--- src/rtl/crc_tx_pkg.sv ---
// Shared types and CRC helper for the CRC frame transmitter.
// States run in wire order; crc_next models one serial, non-reflected LFSR step.
package crc_tx_pkg;

    typedef enum logic [2:0] {LOAD, PREAMBLE, LENGTH, PAYLOAD, CRC, IFG} state_e;

    localparam logic [7:0]  CRC8_POLY  = 8'h07;
    localparam logic [15:0] CRC16_POLY = 16'h1021;

    // One serial step for widths up to 16; bits above w are cleared.
    function automatic logic [15:0] crc_next(input logic [15:0] crc, input logic bit_in,
                                             input logic [15:0] poly, input int unsigned w);
        logic        fb;
        logic [15:0] mask;
        fb   = crc[4'(w - 1)] ^ bit_in;
        mask = 16'((32'h1 << w) - 32'h1);
        return ((crc << 1) ^ (fb ? poly : 16'h0)) & mask;
    endfunction

endpackage

--- src/rtl/crc_serial_lfsr.sv ---
// Serial CRC register: reloads on init and advances one bit when en is high.
module crc_serial_lfsr import crc_tx_pkg::*; #(
    parameter int               CRC_W    = 8,
    parameter logic [CRC_W-1:0] CRC_POLY = CRC_W'(CRC8_POLY),
    parameter logic [CRC_W-1:0] CRC_INIT = '0
) (
    input  logic             clk,
    input  logic             rst,
    input  logic             init,
    input  logic             en,
    input  logic             bit_in,
    output logic [CRC_W-1:0] crc
);

    logic [CRC_W-1:0] crc_q;

    always_ff @(posedge clk) begin
        if (rst || init) begin
            crc_q <= CRC_INIT;
        end else if (en) begin
            crc_q <= CRC_W'(crc_next(16'(crc_q), bit_in, 16'(CRC_POLY), CRC_W));
        end
    end

    assign crc = crc_q;

endmodule

--- src/rtl/crc_frame_tx.sv ---
// Buffers a payload from a byte stream, then sends PREAMBLE, LENGTH, payload and CRC
// MSB first on an NRZ line, followed by an idle-high inter-frame gap.
module crc_frame_tx
    import crc_tx_pkg::state_e, crc_tx_pkg::crc_next, crc_tx_pkg::CRC8_POLY;
#(
    parameter int               BIT_CYCLES = 434,
    parameter int               MAX_BYTES  = 16,
    parameter int               CRC_W      = 8,
    parameter logic [CRC_W-1:0] CRC_POLY   = CRC_W'(CRC8_POLY),
    parameter logic [CRC_W-1:0] CRC_INIT   = '0,
    parameter logic [7:0]       PREAMBLE   = 8'hA5,
    parameter int               IFG_BITS   = 2
) (
    input  logic       clk,
    input  logic       rst,
    input  logic       s_valid,
    input  logic [7:0] s_data,
    input  logic       s_last,
    output logic       s_ready,
    input  logic       test_mode,
    output logic       tx_line,
    output logic       busy,
    output logic       frame_done,
    output logic       overflow
);

    localparam int SH_W  = (CRC_W > 8) ? CRC_W : 8;
    localparam int CYC_W = (BIT_CYCLES > 1) ? $clog2(BIT_CYCLES) : 1;
    localparam int IDX_W = (MAX_BYTES > 1) ? $clog2(MAX_BYTES) : 1;

    state_e           state_q, state_d;
    logic [CYC_W-1:0] cyc_q, cyc_d;
    logic [7:0]       bit_q, bit_d;
    logic [7:0]       count_q, count_d;
    logic [7:0]       byte_q, byte_d;
    logic [SH_W-1:0]  sh_q, sh_d;
    logic             tm_q, tm_d;
    logic             done_q, done_d;
    logic             ovf_q, ovf_d;
    logic [7:0]       buf_q [MAX_BYTES];

    logic             hs, cyc_last, bit_last, crc_init, crc_en;
    logic [7:0]       fld_len;
    logic [CRC_W-1:0] crc, crc_final;

    function automatic logic [SH_W-1:0] ld_byte(input logic [7:0] b);
        return SH_W'(b) << (SH_W - 8);
    endfunction

    crc_serial_lfsr #(
        .CRC_W   (CRC_W),
        .CRC_POLY(CRC_POLY),
        .CRC_INIT(CRC_INIT)
    ) u_crc (
        .clk   (clk),
        .rst   (rst),
        .init  (crc_init),
        .en    (crc_en),
        .bit_in(sh_q[SH_W-1]),
        .crc   (crc)
    );

    assign s_ready    = (state_q == crc_tx_pkg::LOAD);
    assign busy       = !s_ready;
    assign tx_line    = (state_q == crc_tx_pkg::LOAD || state_q == crc_tx_pkg::IFG) ? 1'b1 : sh_q[SH_W-1];
    assign frame_done = done_q;
    assign overflow   = ovf_q;
    assign hs         = s_valid && s_ready;

    always_comb begin
        case (state_q)
            crc_tx_pkg::CRC: fld_len = 8'(CRC_W);
            crc_tx_pkg::IFG: fld_len = 8'(IFG_BITS);
            default:         fld_len = 8'd8;
        endcase
        cyc_last = (cyc_q == CYC_W'(BIT_CYCLES - 1));
        bit_last = cyc_last && (bit_q == fld_len - 8'd1);
        crc_en   = cyc_last && (state_q == crc_tx_pkg::LENGTH || state_q == crc_tx_pkg::PAYLOAD);
        // Fold in the final payload bit now, since the register only catches up this same clk.
        crc_final = CRC_W'(crc_next(16'(crc), sh_q[SH_W-1], 16'(CRC_POLY), CRC_W)) ^ CRC_W'(tm_q);
    end

    always_comb begin
        state_d  = state_q;
        cyc_d    = cyc_q;
        bit_d    = bit_q;
        count_d  = count_q;
        byte_d   = byte_q;
        sh_d     = sh_q;
        tm_d     = tm_q;
        done_d   = 1'b0;
        ovf_d    = 1'b0;
        crc_init = 1'b0;

        if (state_q == crc_tx_pkg::LOAD) begin
            if (hs) begin
                count_d = count_q + 8'd1;
                if (s_last || count_q == 8'(MAX_BYTES - 1)) begin
                    state_d  = crc_tx_pkg::PREAMBLE;
                    crc_init = 1'b1;
                    tm_d     = test_mode;
                    sh_d     = ld_byte(PREAMBLE);
                    cyc_d    = '0;
                    bit_d    = '0;
                    ovf_d    = !s_last;
                end
            end
        end else begin
            cyc_d = cyc_last ? '0 : cyc_q + CYC_W'(1);
            if (cyc_last) begin
                sh_d  = sh_q << 1;
                bit_d = bit_q + 8'd1;
            end
            if (bit_last) begin
                bit_d = '0;
                case (state_q)
                    crc_tx_pkg::PREAMBLE: begin
                        state_d = crc_tx_pkg::LENGTH;
                        sh_d    = ld_byte(count_q);
                    end
                    crc_tx_pkg::LENGTH: begin
                        state_d = crc_tx_pkg::PAYLOAD;
                        sh_d    = ld_byte(buf_q[0]);
                        byte_d  = 8'd1;
                    end
                    crc_tx_pkg::PAYLOAD: begin
                        if (byte_q == count_q) begin
                            state_d = crc_tx_pkg::CRC;
                            sh_d    = SH_W'(crc_final) << (SH_W - CRC_W);
                        end else begin
                            sh_d   = ld_byte(buf_q[IDX_W'(byte_q)]);
                            byte_d = byte_q + 8'd1;
                        end
                    end
                    crc_tx_pkg::CRC: state_d = crc_tx_pkg::IFG;
                    default: begin
                        state_d = crc_tx_pkg::LOAD;
                        done_d  = 1'b1;
                        count_d = '0;
                    end
                endcase
            end
        end
    end

    always_ff @(posedge clk) begin
        if (rst) begin
            state_q <= crc_tx_pkg::LOAD;
            cyc_q   <= '0;
            bit_q   <= '0;
            count_q <= '0;
            byte_q  <= '0;
            sh_q    <= '0;
            tm_q    <= 1'b0;
            done_q  <= 1'b0;
            ovf_q   <= 1'b0;
        end else begin
            state_q <= state_d;
            cyc_q   <= cyc_d;
            bit_q   <= bit_d;
            count_q <= count_d;
            byte_q  <= byte_d;
            sh_q    <= sh_d;
            tm_q    <= tm_d;
            done_q  <= done_d;
            ovf_q   <= ovf_d;
        end
    end

    // Payload storage needs no reset: count_q alone says what is valid.
    always_ff @(posedge clk) begin
        if (hs) buf_q[IDX_W'(count_q)] <= s_data;
    end

endmodule

--- config.mk ---
export PLATFORM = sky130hd
export DESIGN_NAME = crc_frame_tx
export DESIGN_NICKNAME = d
export VERILOG_FILES = /design/src/rtl/crc_tx_pkg.sv /design/src/rtl/crc_serial_lfsr.sv /design/src/rtl/crc_frame_tx.sv
export SDC_FILE = /design/constraint.sdc
export NUM_CORES = 1
export LEC_CHECK = 0
export CAP_MARGIN = 20
export CORE_MARGIN = 2
export CORE_UTILIZATION = 41
export DETAILED_ROUTE_END_ITERATION = 8
export GPL_TIMING_DRIVEN = 0
export HOLD_SLACK_MARGIN = 0.03
export PLACE_DENSITY = 0.57
export SETUP_SLACK_MARGIN = 0.5
export SLEW_MARGIN = 20
export SYNTH_ARGS = -nofsm -noshare
export SYNTH_HDL_FRONTEND = slang
export SYNTH_SLANG_ARGS = --single-unit
--- constraint.sdc ---
create_clock -name clk -period 4.9 [get_ports clk]
set_clock_uncertainty 0.1 [all_clocks]
set_input_delay 0.49 -clock clk [delete_from_list [all_inputs] [get_ports clk]]
set_output_delay 0.49 -clock clk [all_outputs]
set_load 0.05 [all_outputs]
Word-level counts from Yosys, hierarchy flattened
Memory sizes are Yosys's and may differ from the RTL's. A register that Yosys moved wholly into a read port is not among the register bits.
Cells that the tools add are included.
{"block": "word_totals", "register_bits": 55, "ram_bits": 128, "input_bits": 13, "output_inout_bits": 5, "wordCells": 98, "mem_count": 1}
{"name": "buf_q", "depth": 16, "width": 8, "read_ports": 2, "rd_ports_with_merged_regs": 1, "wr": 1, "line": "crc_frame_tx.sv:40", "source": "logic [7:0] buf_q [MAX_BYTES];"}
{"block": "classes", "add_sub_neg": 5, "n_eq_ne": 14, "muxes": 39, "bitwise": 7, "n_reduce_logical": 22}
{"op": "8-bit 2-to-1 mux", "n": 16}
{"op": "9-bit 2-to-1 mux", "n": 4}
{"op": "8-bit by 1-bit adder with 8-bit output, second input constant", "n": 3}
{"op": "8-bit one-hot mux with 3 select lines", "n": 1}
{"op": "3-bit 2-to-1 mux", "n": 6}
{"op": "8-bit equality test", "n": 2}
{"op": "8-bit one-hot mux with 2 select lines", "n": 1}
{"op": "4-bit 2-to-1 mux", "n": 3}
{"op": "3-bit one-hot mux with 4 select lines", "n": 1}
{"op": "9-bit by 1-bit adder with 9-bit output, second input constant", "n": 1}
{"op": "9-bit equality test, second input constant", "n": 1}
{"op": "3-bit AND reduction", "n": 3}
{"op": "8-bit by 4-bit equality test with 1-bit output, second input constant", "n": 1}
{"op": "4-bit AND reduction", "n": 2}
{"op": "4-bit OR reduction", "n": 2}
{"op": "8-bit by 1-bit subtractor with 8-bit output, second input constant", "n": 1}
{"op": "8-bit by 1-bit bitwise XOR with 8-bit output", "n": 1}
{"op": "8-bit bitwise XOR", "n": 1}
{"op": "1-bit 2-to-1 mux", "n": 7}
{"op": "3-bit by 2-bit equality test with 1-bit output, second input constant", "n": 2}
{"op": "3-bit equality test, second input constant", "n": 2}
{"op": "2-bit by 1-bit != test with 1-bit output, second input constant", "n": 3}
{"op": "1-bit logical OR", "n": 4}
{"op": "1-bit inverter", "n": 4}
{"op": "11 further kinds", "n": 15}

Depth between registers and ports, before layout
Gate-level depths: netlist of run 1.
{"block": "depth", "ltp_word": 8, "mapped_depth": 10}

Modules after synthesis
Synthesis of run 1 repeated with hierarchy kept, for this count alone.
{"block": "hier_totals", "hier_cells": 622, "area_unflattened_um2": 8245.4}
{"mod": "crc_frame_tx", "n_inst": 1, "cells_each": 588, "area_per_inst_um2": 7901.3, "seq_area_each_um2": 4864.7}
{"mod": "crc_serial_lfsr", "n_inst": 1, "cells_each": 34, "area_per_inst_um2": 344.1, "seq_area_each_um2": 160.2}

Worst setup path before layout of run 1
Ideal clock, no wire load.
{"block": "synth_timing", "path_kind": "register -> register", "from": "reg state_q[2]", "to": "reg bit_q[5]", "arrival_ps": 2239, "required_time_ps": 4684, "setup_slack_ps": 2444, "path_stages_with_launch": 8, "synth_period_minus_slack_ps": 2456, "cell_sequence": "dfxtp_1 > buf_6 > nor3_1 > clkbuf_1 > nor2_1 > nor4_1 > xnor2_1 > nor2_1"}
{"item": "start, declared", "line": "crc_frame_tx.sv:31", "source": "state_e state_q, state_d;"}
{"item": "start signal, assigned", "line": "crc_frame_tx.sv:148", "source": "state_q <= crc_tx_pkg::LOAD;"}
{"item": "start signal, assigned", "line": "crc_frame_tx.sv:158", "source": "state_q <= state_d;"}
{"item": "3-bit logical NOT (*)", "line": "crc_frame_tx.sv:63", "source": "assign s_ready = (state_q == crc_tx_pkg::LOAD);"}
{"item": "net s_ready", "line": "crc_frame_tx.sv:19", "source": "output logic s_ready,"}
{"item": "1-bit logical AND", "line": "crc_frame_tx.sv:68", "source": "assign hs = s_valid && s_ready;"}
{"item": "2-bit by 1-bit != test with 1-bit output (no line)"}
{"item": "3-bit AND reduction (no line)"}
{"item": "end signal, assigned", "line": "crc_frame_tx.sv:160", "source": "bit_q <= bit_d;"}
{"item": "end, declared", "line": "crc_frame_tx.sv:33", "source": "logic [7:0] bit_q, bit_d;"}
The timed path passes the listed nets; every way through them passes the cells marked *.
A chain may end at the register's enable or synchronous reset.

Worst setup path after layout of run 1
{"block": "layout_timing", "from": "reg state_q[2]", "to": "out s_ready"}
{"block": "layout_via", "elab_chain_len": 1}
{"item": "3-bit logical NOT", "line": "crc_frame_tx.sv:63"}
{"item": "end, declared", "line": "crc_frame_tx.sv:19"}
Every way passes these cells.

==> results of run 1 <==
==> Yosys cell counts (all sizes together), types with 2 or more instances <==
master  number  area, sq um
a211oi       3        22.52
a21o         3        22.52
a21oi       33        165.2
a221oi       3        26.28
a22oi        9        67.56
a311oi       5        43.79
a31o         3        26.28
a31oi        2        12.51
a32oi        3        26.28
and2         6        40.04
and3         9        57.56
and4         3        28.78
buf         14        85.08
clkbuf      14        62.56
dfxtp       59         1181
edfxtp     128         3844
ha           8        100.1
inv         10        37.54
mux2i        9        90.09
mux4        34        765.7
nand2       43        161.4
nand2b       8        50.05
nand3       16        90.09
nand3b       4        30.03
nand4        7        43.79
nor2        68        265.3
nor2b        4        25.02
nor3        18        101.4
nor3b        3        22.52
nor4         4        40.04
o21ai       17        85.08
o221ai       5        43.79
o22ai        8        50.05
or2          3        18.77
or3          3        18.77
xnor2       17        148.9
xor2        11        96.34
==> kinds of logic (layout without fill, tap and decap cells) <==
group / Yosys count / after routing / synth area share [%]
AOI/OAI and AO/OA: 102 / 102 / 8.269
xor gates and xnor gates: 28 / 28 / 3.007
adders and majority gates: 8 / 8 / 1.227
buffers and inverters: 38 / 90 / 2.271
DFF: 187 / 187 / 61.61
muxes: 43 / 43 / 10.49
and+or+nand+nor: 205 / 205 / 13.12
==> path summary, 6_finish.rpt <==
check / to / depth (start not counted) / start
worst min-delay path: tm_q / 2 / tm_q
worst max-delay path: s_ready / 4 / state_q[2]
worst min register to register: tm_q / 2 / tm_q
worst max register to register: sh_q[5] / 6 / register
==> where the power goes <==
group	switching, mW	total [mW]	leakage [nW]	internal (mW)
sequential	0.0153	1.72	1.63	1.70
clock	0.685	1.38	0.297	0.695
combinational	0.121	0.179	1.00	0.0579
total	0.822	3.28	2.93	2.46
==> worst min-delay path, stage by stage, from the launching register on <==
cell     delay [ns]
dfxtp_1        0.32
nand2_1        0.05
a21oi_1        0.05
==> flip-flops by register name, summed over array words and instances (netlist names), 3 cells and up, named ones only <==
| register | count |
|---|---|
| state_q | 3 |
| sh_q | 8 |
| cyc_q | 9 |
| bit_q | 8 |
| buf_q | 128 |
| count_q | 8 |
| byte_q | 8 |
| u_crc.crc | 8 |
==> final cells by class <==
type | instances | area [sq um] | share of cell area (%)
Tap cell | 265 | 331.6 | 3.561
Sequential cell | 187 | 5025 | 53.97
Inverter | 10 | 37.54 | 0.4032
Timing Repair Buffer | 20 | 192.7 | 2.070
Buffer | 28 | 147.6 | 1.586
Multi-Input combinational cell | 386 | 2968 | 31.88
Clock inverter | 15 | 182.7 | 1.962
Clock buffer | 17 | 425.4 | 4.569
==> cells in the final DEF, fill, tap and decap left out, types with 4 or more instances in the layout <==
cell type,count
clkdlybuf4s50_1,17
nand3_1,14
ha_1,8
nand2_1,43
nand4_1,7
inv_1,10
nor3_2,4
clkbuf_16,17
buf_2,8
inv_8,4
and3_1,8
a22oi_1,9
nor2b_1,4
clkinv_8,5
a311oi_1,5
nor2_1,65
dfxtp_1,59
o22ai_1,8
xnor2_1,17
mux2i_1,9
edfxtp_1,128
buf_4,5
clkbuf_1,13
a21oi_1,33
mux4_2,34
xor2_1,11
o221ai_1,5
nand3b_1,4
nor3_1,13
o21ai_0,17
nand2b_1,8
==> metal layers <==
metal	routed length, microns	part of all wire, %
met5	0	0
met4	324	1.7
met3	984	5.2
met2	9127	48
met1	8463	45
==> results by group, run 1 <==
Routing
  – Vias per inst: 5.655
  – Total Wirelength: 18900 microns
  – Initial DRC count: 422
  – Routed Antenna Nets: 0
  – Pre-antenna DRT Iters: 5
  – Vias: 5248
  – Drt drc: 0
  – WL/cell: 20.37 microns

GRT
  – Initial antenna violation count: 0
  – Largest net degree at the start of global routing: 22
  – Met3 Use GR: 3.836%
  – First-pass GRT wire length: 29610 microns
  – GR Overflow Total: 0
  – Vias in the first global route: 5222
  – Grt peak-use layer: met2
  – All-Layer GR Usage: 18.54%
  – Met1 Use GR: 25.14%
  – Met2 Usage GRT: 30.17%

Run status
  – Status: finished, final reports clean

Finish
  – Final Util: 47.84%
  – Layout Area Growth over Synthesis: 14.16%
  – Layout Cells excl Fill: 928
  – Fin nets: 671
  – Post-route cell area: 9310 sq um
  – Final-layout fill cell count: 1682
  – Share of cells above drive strength 1: 16.44%
  – # diodes: 0

Clocking
  – Clock root buffer: clkbuf_16
  – Clk Latency, worst-skew pair: 0.44 ns
  – Postcts setup bufs: 0
  – Reg clk slew, reported paths: 0.07 ns
  – Post_cts resized: 0
  – CTS Buf Count: 17
  – Post-CTS Hold Buffers: 0
  – H-tree depth: 4
  – Maximum clock insertion buffer count: 2
  – Sink Count: 187
  – TritonCTS clock tree: done

STA
  – Setup TNS: 0 ns
  – Slew Limit Fails: 0
  – Final hold slack: 0.3704 ns
  – Tcrit/Tclk final: 67.64%
  – Slew headroom: 29.29%
  – Measured slew at the worst slew-check pin: 1.057 ns
  – Setup violators final: 0
  – Fin. Hold Viols: 0
  – RSZ-0062 raised after global routing: no
  – Tmin final: 3.314 ns
  – Final worst-path setup slack: 1.586 ns
  – Max Clk Rate: 0.3017 GHz

Logic synthesis
  – Cells after Synth: 611
  – Asr flop ratio synth: 0%
  – Post-Syn Nets: 632
  – Post-synthesis sequential area ratio: 61.61%
  – Synthesized area per cell: 13.35 sq um
  – Netlist cell types: 65
  – EDFF count, synth: 128
  – Post-synth top flop: edfxtp_1
  – Mapped cell area: 8155 sq um
  – Yosys reg bits: 187
  – Yosys warnings: 0

Critical path
  – WP data arrival: 2.72 ns
  – CP Class: reg -> out
  – CP max FO: 10
  – CP delay by family, top: buffers and inverters
  – Worst path max stage delay: 0.91 ns
  – CP Launch Type: register
  – Buffers and inverters on the worst path: 3
  – Critical path endpoint category: output pin
  – Register-to-register setup slack: 1.90 ns
  – Slowest-stage cell, CP: clkdlybuf4s50_1
  – Worst Path Required: 4.31 ns
  – Crit-path cells: buf_6 > nor3_1 > clkbuf_1 > clkdlybuf4s50_1

Power
  – Tot Pwr: 3.277 mW
  – Maximum vdd ir drop: 0.0002268 V
  – Power Density: 352.0 nW/um^2
  – Static leakage: 2.931 nW

Place
  – Detailed Place HPWL: 13330 microns
  – Post-detailed-placement cell area: 8702 sq um
  – Port Buffer Count: 17
  – Placed insts: 896
  – Dpl ws: 1.814 ns
  – GP Congestion: 0.8890

Die
  – Die area: 21040 sq um
  – Chip height: 145.0 microns
  – Width of the die: 145.0 microns
  – Initial core utilization: 41.90%
  – Core footprint: 19460 sq um
  – IO Count: 18
  – Num rows: 51

Job
  – Max Cap Viol: 0

Hold path
  – HP Class: reg -> reg
No activity file was read; power rests on OpenSTA's default activity.
==> run 2: changes to the inputs <==
Clock period 4.9 ns to 3.4 ns, I/O delays scaled along.
==> run 2 against run 1 <==
  * Final area rose by 0.43%
  * Highest routed layer unchanged
  * Power rose by 44%
  * Die area did not move
  * Critical endpoint is now sh_q[2]
  * First-iteration DRC count rose by 3.1%
  * Global-route usage barely moved
==> results by group, run 2 (synthesis results as in run 1) <==
Routing
  – Routed Antenna Nets: 0 (unchanged)
  – WL/cell: 20.46 microns (+0.45%)
  – Vias: 5206 (-0.80%)
  – Initial DRC count: 435 (+3.1%)
  – Vias per inst: 5.610 (-0.80%)
  – Drt drc: 0 (unchanged)
  – Total Wirelength: 18990 microns (+0.45%)
  – Pre-antenna DRT Iters: 5 (unchanged)

GRT
  – All-Layer GR Usage: 18.57% (+0.027 points)
  – Vias in the first global route: 5237 (+0.29%)
  – Largest net degree at the start of global routing: 22 (unchanged)
  – Initial antenna violation count: 0 (unchanged)
  – First-pass GRT wire length: 29670 microns (+0.19%)
  – GR Overflow Total: 0 (unchanged)

Critical path
  – Crit-path cells: clkbuf_2 > buf_4 > clkbuf_4 > mux4_2 > a211oi_1 > a21oi_1 > a221oi_1 > o22ai_1
  – CP Launch Type: register
  – Worst path max stage delay: 0.46 ns (-0.45 ns)
  – Worst Path Required: 3.59 ns (-0.72 ns)
  – WP data arrival: 2.94 ns (+0.22 ns)
  – CP max FO: 10 (unchanged)
  – Slowest-stage cell, CP: a221oi_1
  – Critical path endpoint category: register
  – CP Class: reg -> reg

Clocking
  – H-tree depth: 4 (unchanged)
  – Reg clk slew, reported paths: 0.07 ns (about the same)
  – Postcts setup bufs: 0 (unchanged)
  – Clock root buffer: clkbuf_16
  – Sink Count: 187 (unchanged)
  – Maximum clock insertion buffer count: 2 (unchanged)
  – Clk Latency, worst-skew pair: 0.44 ns (about the same)
  – TritonCTS clock tree: done
  – CTS Buf Count: 17 (unchanged)

Place
  – Placed insts: 896 (unchanged)
  – Port Buffer Count: 17 (unchanged)
  – Dpl ws: 0.3793 ns (-1.435 ns)
  – GP Congestion: 0.8890 (unchanged)
  – Detailed Place HPWL: 13330 microns (unchanged)

Die
  – Chip height: 145.0 microns (unchanged)
  – Die area: 21040 sq um (unchanged)
  – Initial core utilization: 41.90% (unchanged)
  – Num rows: 51 (unchanged)
  – Core footprint: 19460 sq um (unchanged)
  – Width of the die: 145.0 microns (unchanged)
  – IO Count: 18 (unchanged)

Finish
  – Largest registers: buf_q (128), cyc_q (9)
  – Most flop-heavy register: buf_q
  – Most frequent cells in the layout: edfxtp_1 (128), dfxtp_1 (59), nor2_1 (58), nand2_1 (43), mux4_2 (34)
  – Max reg flops: 128 (unchanged)
  – Layout Cells excl Fill: 928 (unchanged)
  – Most common cell after layout, fill and taps aside: edfxtp_1
  – Layout Area Growth over Synthesis: 14.65%
  – # diodes: 0 (unchanged)
  – Share of cells above drive strength 1: 18.10% (+1.7 points)
  – Fin nets: 671 (unchanged)

Power
  – Static leakage: 2.945 nW (+0.46%)
  – Maximum vdd ir drop: 0.0003280 V (+45%)
  – Power Density: 505.9 nW/um^2 (+44%)

STA
  – Measured slew at the worst slew-check pin: 0.9538 ns (-0.1030 ns)
  – Slew Limit Fails: 0 (unchanged)
  – Setup violators final: 0 (unchanged)
  – Tmin final: 2.747 ns
  – Final worst-path setup slack: 0.6532 ns (-0.9325 ns)
  – Setup TNS: 0 ns (unchanged)
  – Slew headroom: 36.18% (+6.9 points)
  – Tcrit/Tclk final: 80.79%
  – RSZ-0062 raised after global routing: no
  – Fin. Hold Viols: 0 (unchanged)
  – Max Clk Rate: 0.3641 GHz

Hold path
  – HP Class: in -> reg

Job
  – Max Cap Viol: 0 (unchanged)

Run status
  – Status: finished, final reports clean
==> run 2: area by class of cell <==
type	count	area [sq um]
plain buffers	28	158.9
clock buffers	17	425.4
clock inverters	15	182.7
fillers	1676	10110
inverters	10	37.54
multi-input cells	386	2995
flip-flops and latches	187	5025
well taps	265	331.6
repair buffers	20	193.9
==> run 2: path summary, 6_finish.rpt <==
path                   to  slack [ns]  startpoint  cells past startpoint
setup reg to reg  sh_q[2]        0.65    register                      8
hold reg to reg      tm_q        0.37        tm_q                      2
setup / recovery  sh_q[2]        0.65    register                      8
hold / removal       tm_q        0.36   test_mode                      3
==> run 2: power breakdown <==
part / internal (mW) / switching [mW] / total [mW] / leakage [nW]
logic: 0.0827 / 0.176 / 0.259 / 1.02
registers: 2.45 / 0.0221 / 2.48 / 1.63
clock network: 1.00 / 0.994 / 2.00 / 0.297
==> run 2: through the flow <==
stage,utilization [%],hold WS (ns),area (sq um),power (mW)
floorplan,-,0.3193,8155,2.675
global placement,44.48,0.3620,8657,2.775
detailed placement,44.71,0.3635,8702,2.783
CTS,47.87,0.3506,9316,4.746
global route,48.04,0.3655,9350,4.875
finish,48.04,0.3610,9350,4.730
==> run 2: critical path: cells and delay by family (launching register included) <==
family / cells / cell delay (ns)
compound gates: 4 / 0.93
buf+inv: 3 / 0.86
flops: 1 / 0.38
mux: 1 / 0.34
==> run 2: repair_timing <==
item / in CTS / in global routing
setup endpoints to repair: 21 / 87
resized for setup: 5 / 14
hold buffers: 0 / 0
==> run 2: layer usage <==
| layer | vias to the layer above | part of all wire, % | track usage [%] |
|---|---|---|---|
| met5 | - | 0 | 0 |
| met4 | 0 | 1.3 | 5.545 |
| met3 | 20 | 5.1 | 3.836 |
| met2 | 163 | 48 | 30.33 |
| met1 | 2607 | 45 | 25.14 |
| li1 | 2416 | - | - |
